==> src/rtl/wb_regfile.sv <==
// wb_regfile: RV32 architectural register file with write-through bypass,
// registered debug read port and saturating retired-write counter.
module wb_regfile #(
  parameter int              NREG    = 32,
  parameter int              DW      = 32,
  parameter int              SP_IDX  = 2,
  parameter logic [DW-1:0]   SP_INIT = 32'h0000_0FFC,
  parameter int              CNT_W   = 16,
  localparam int             AW      = $clog2(NREG)
) (
  input  logic             clk,
  input  logic             rstn,
  input  logic             RFWr,
  input  logic             wb_hold,
  input  logic [AW-1:0]    A3,
  input  logic [DW-1:0]    WD,
  input  logic [AW-1:0]    A1,
  input  logic [AW-1:0]    A2,
  output logic [DW-1:0]    RD1,
  output logic [DW-1:0]    RD2,
  input  logic [AW-1:0]    dbg_sel,
  output logic [DW-1:0]    dbg_data,
  output logic [CNT_W-1:0] wr_count
);

  logic [DW-1:0]    r_regs [NREG];
  logic [DW-1:0]    r_dbg;
  logic [CNT_W-1:0] r_cnt;
  logic             w_we;

  // A write commits only out of reset, unstalled, and never to x0.
  // Gating by rstn also kills the bypass while reset is held.
  assign w_we = rstn & RFWr & ~wb_hold & (A3 != '0);

  // Register array: reset image, then WB commits.
  always_ff @(posedge clk or negedge rstn) begin
    if (!rstn) begin
      for (int i = 0; i < NREG; i++) begin
        r_regs[i] <= (i == SP_IDX) ? SP_INIT : '0;
      end
    end else if (w_we) begin
      r_regs[A3] <= WD;
    end
  end

  // Operand reads with write-through bypass; x0 reads as zero.
  always_comb begin
    RD1 = '0;
    RD2 = '0;
    if (A1 != '0) begin
      RD1 = (w_we && (A1 == A3)) ? WD : r_regs[A1];
    end
    if (A2 != '0) begin
      RD2 = (w_we && (A2 == A3)) ? WD : r_regs[A2];
    end
  end

  // Debug port samples the stored (pre-write) value.
  always_ff @(posedge clk or negedge rstn) begin
    if (!rstn) begin
      r_dbg <= '0;
    end else begin
      r_dbg <= (dbg_sel == '0) ? '0 : r_regs[dbg_sel];
    end
  end

  // Retired-write counter, saturating at all-ones.
  always_ff @(posedge clk or negedge rstn) begin
    if (!rstn) begin
      r_cnt <= '0;
    end else if (w_we && (r_cnt != '1)) begin
      r_cnt <= r_cnt + 1'b1;
    end
  end

  assign dbg_data = r_dbg;
  assign wr_count = r_cnt;

endmodule

==> config.mk <==
export PLATFORM = sky130hd
export DESIGN_NAME = wb_regfile
export DESIGN_NICKNAME = d
export VERILOG_FILES = /design/src/rtl/wb_regfile.sv
export SDC_FILE = /design/constraint.sdc
export NUM_CORES = 2
export LEC_CHECK = 0
export CAP_MARGIN = 30
export CORE_MARGIN = 4
export CORE_UTILIZATION = 55
export DETAILED_ROUTE_END_ITERATION = 7
export PLACE_DENSITY = 0.72
export SYNTH_ARGS = -nofsm -noshare
export SYNTH_HDL_FRONTEND = slang
export SYNTH_SLANG_ARGS = --single-unit
==> constraint.sdc <==
create_clock -name clk -period 2.57 [get_ports clk]
set_clock_uncertainty 0.15 [all_clocks]
set_input_delay 0.257 -clock clk [delete_from_list [all_inputs] [get_ports clk]]
set_output_delay 0.257 -clock clk [all_outputs]
set_load 0.02 [all_outputs]
==> flow_summary.json <==
{
  "slew_viol_final": 0,
  "port_buffers": 167,
  "post-route-drc-count": 0,
  "antenna_found_initial": 15,
  "grt_pass1_vias": 50900,
  "grt_max_degree": 176,
  "cp-startpoint": "r_regs[953]",
  "routed_wl_um": 251000,
  "cts_htree_levels": 3,
  "synth-seq-cells": 1072,
  "grt_pass1_wl_um": 362000,
  "sequentialPowerShare": 0.412,
  "die_w_um": 350,
  "ys_types": 62,
  "synthFlopType": "dfrtp_1",
  "numCtsBuffers": 117,
  "hold_path.class": "in -> reg",
  "r2r_setup_slack_ns": 0.22,
  "critPathRequiredTime_ns": 2.16,
  "dr_total_vias": 50200,
  "async_flop_share": 1.00,
  "max_stage_delay_ns": 0.53,
  "worstPathMaxFanout": 4,
  "drtAntennaViolNets": 0,
  "status": "complete, but fails checks",
  "power.total_mw": 47.3,
  "drtPass1Iterations": 6,
  "end_kind": "primary output",
  "cts.sinks": 1072,
  "synthMostInstantiatedCell": "dfrtp_1",
  "syn_area_mm2": 0.0644,
  "place.gp.congestion": 0.985,
  "yosysSeqAreaShare": 0.417,
  "drtIter0Drc": 7333,
  "synth_edf_count": 0,
  "viasPerCell": 7.40,
  "final_cells": 6777,
  "switching_share": 0.286,
  "avgSynthCellArea_um2": 14.9,
  "post_drt_wl_per_cell_um": 37.1,
  "clockRootBuffer": "clkbuf_16",
  "synth_area_leaders": "dfrtp_1, mux4_2, mux2_2, mux2i_1, clkbuf_1",
  "final_core_util": 0.702,
  "layout-drive-gt1-share": 0.637,
  "nNetsFinal": 5198,
  "fin_crit_ns": 3.25,
  "drv_cap": 0,
  "die_h_um": 350,
  "insertion_delay_ns": 0.73,
  "cts_tree": "done",
  "dp_hpwl_um": 168000,
  "grt_use_total": 0.410,
  "yosys.area.top_type_share": 0.413,
  "placed_cells": 6417,
  "slew-limit-headroom": 0.305,
  "r2r_end": "dbg_data[27]",
  "io_pins": 168,
  "grt_overflow": 0,
  "finalCritPeriodShare": 1.26,
  "endpoint": "RD1[25]",
  "min-delay-start": "dbg_sel[0]",
  "comb_power_share": 0.211,
  "netlist_instances": 4333,
  "crit_type": "reg -> out",
  "synth_common_cells": "dfrtp_1, mux2_2, mux4_2, clkbuf_1, mux2i_1",
  "setup_viol_count_final": 64,
  "reg2reg_depth": 6,
  "crit_path_top_delay_cell": "mux4_2",
  "ys_warn_count": 0,
  "yosys.area.top_type": "dfrtp_1",
  "rsz0062_at_grt": "true",
  "power.switching_mw": 13.6,
  "core-area_mm2": 0.116,
  "synth_nets": 4390,
  "arrival_ns": 2.84,
  "holdWs_ns": 0.270,
  "path_common_cell": "mux4_2",
  "layout_setup_ws_ns": -0.676,
  "start_util": 0.554,
  "hold_viol": 0,
  "row_count": 125,
  "ir_drop_v": 0.000590,
  "violations": "setup timing",
  "cp-start-kind": "register",
  "worstReg2RegStart": "r_regs[795]",
  "leakagePower_nw": 36.7,
  "intPower_mw": 33.8,
  "p_per_area_mw_per_mm2": 580,
  "synthToLayoutAreaGrowth_pct": 26.7,
  "worstMarginPinSlew_ns": 1.04,
  "clkPwrFrac": 0.377,
  "clock_path_buffers": 3,
  "clock.fmax_ghz": 0.308,
  "path_cells": "mux4_2 > mux4_2 > nor3b_1 > a211o_1 > buf_6",
  "dieArea_mm2": 0.123,
  "cts.reportedPaths.clkPinSlew_ns": 0.06
}
area by class of cell:
class	instances	area [um^2]
multi-input combinational	2708	36600
clock inverter	59	698
antenna	11	27.5
timing repair buffer	1202	12100
inverter	40	150
tap	1524	1910
sequential	1072	26800
fill	7482	34600
clock buffer	161	3330
what timing repair did:
item / 4_1_cts / 5_1_grt
pin swaps: 113 / 59
endpoints found under the setup margin: 64 / 64
setup buffers: 95 / 36
resized for setup: 483 / 112
gates cloned: 1 / 0
hold buffers: 2 / 0
endpoints found under the hold margin: 104 / 0
flip-flops by register name (all words and copies together), names as in the netlist:
signal and cells:
r_regs 1024, dbg_data 32, wr_count 16
cell usage in the layout, fill, tap and decap left out, types with 15 or more instances in the layout:
cell type / count
a221oi_1: 21
nor2_1: 39
mux2_2: 994
nand2_1: 61
a22oi_1: 44
a22o_1: 28
clkdlybuf4s50_1: 80
nand2_2: 30
a211oi_1: 15
o221ai_1: 22
a22oi_2: 22
o22ai_1: 49
a21oi_2: 21
dfrtp_1: 1062
clkbuf_8: 22
clkinv_2: 24
mux2i_1: 162
buf_6: 101
buf_12: 180
a21oi_1: 53
a221oi_2: 22
mux4_2: 759
buf_4: 809
nor2_4: 20
o21ai_0: 43
clkbuf_1: 21
mux2_4: 21
clkbuf_16: 118
inv_1: 40
power by group through the flow:
stage	clock [mW]	combinational, mW	sequential [mW]
2_1_floorplan	0	5.12	19.5
3_3_place_gp	0	8.91	19.6
3_5_place_dp	0	9.08	19.7
4_1_cts	17.9	9.59	19.4
5_1_grt	18.6	10.4	19.6
6_report	17.9	9.97	19.5
layer usage:
metal / vias up / part of all wire / track usage
met4: 14 / 0.074 / 0.244
met1: 26000 / 0.35 / 0.538
met3: 1114 / 0.15 / 0.162
li1: 18900 / - / -
met5: - / 0.00035 / 0
met2: 4166 / 0.43 / 0.581
metrics by stage:
stage	setup TNS [ns]	setup WS [ns]	area [um^2]
after floorplan	0	0.0359	64400
after detailed placement	-147.43	-1.41	75000
after CTS	-25.04	-0.659	80800
after global routing	-26.49	-0.676	81600
final	-24.43	-0.676	81600
after global placement	-131.26	-1.35	75000
worst max-delay path, delay by kind of cell (launching register included):
family / cells / cell delay, ns
muxes: 2 / 1.01
buffers and inverters: 1 / 0.17
and+or+nand+nor: 1 / 0.17
DFF: 1 / 0.41
AOI/OAI and AO/OA: 1 / 0.34
worst min path at each step:
stage	to	slack, ns	depth (start not counted)
after detailed placement	r_regs[1018]	0.26	0
after CTS	r_regs[66]	0.21	2
after global placement	r_regs[995]	0.25	0
final	dbg_data[19]	0.27	5
after global routing	dbg_data[25]	0.24	4
after floorplan	dbg_data[0]	-0.19	0
kinds of logic after synthesis:
group,Yosys count,share of synthesized area
mux,1943,0.469
flops,1072,0.417
buf+inv,553,0.0392
compound gates,454,0.0500
simple gates,285,0.0212
xor+xnor,25,0.00340
fa+ha+maj,1,0.000194
Power figures use the tool's default switching activity.
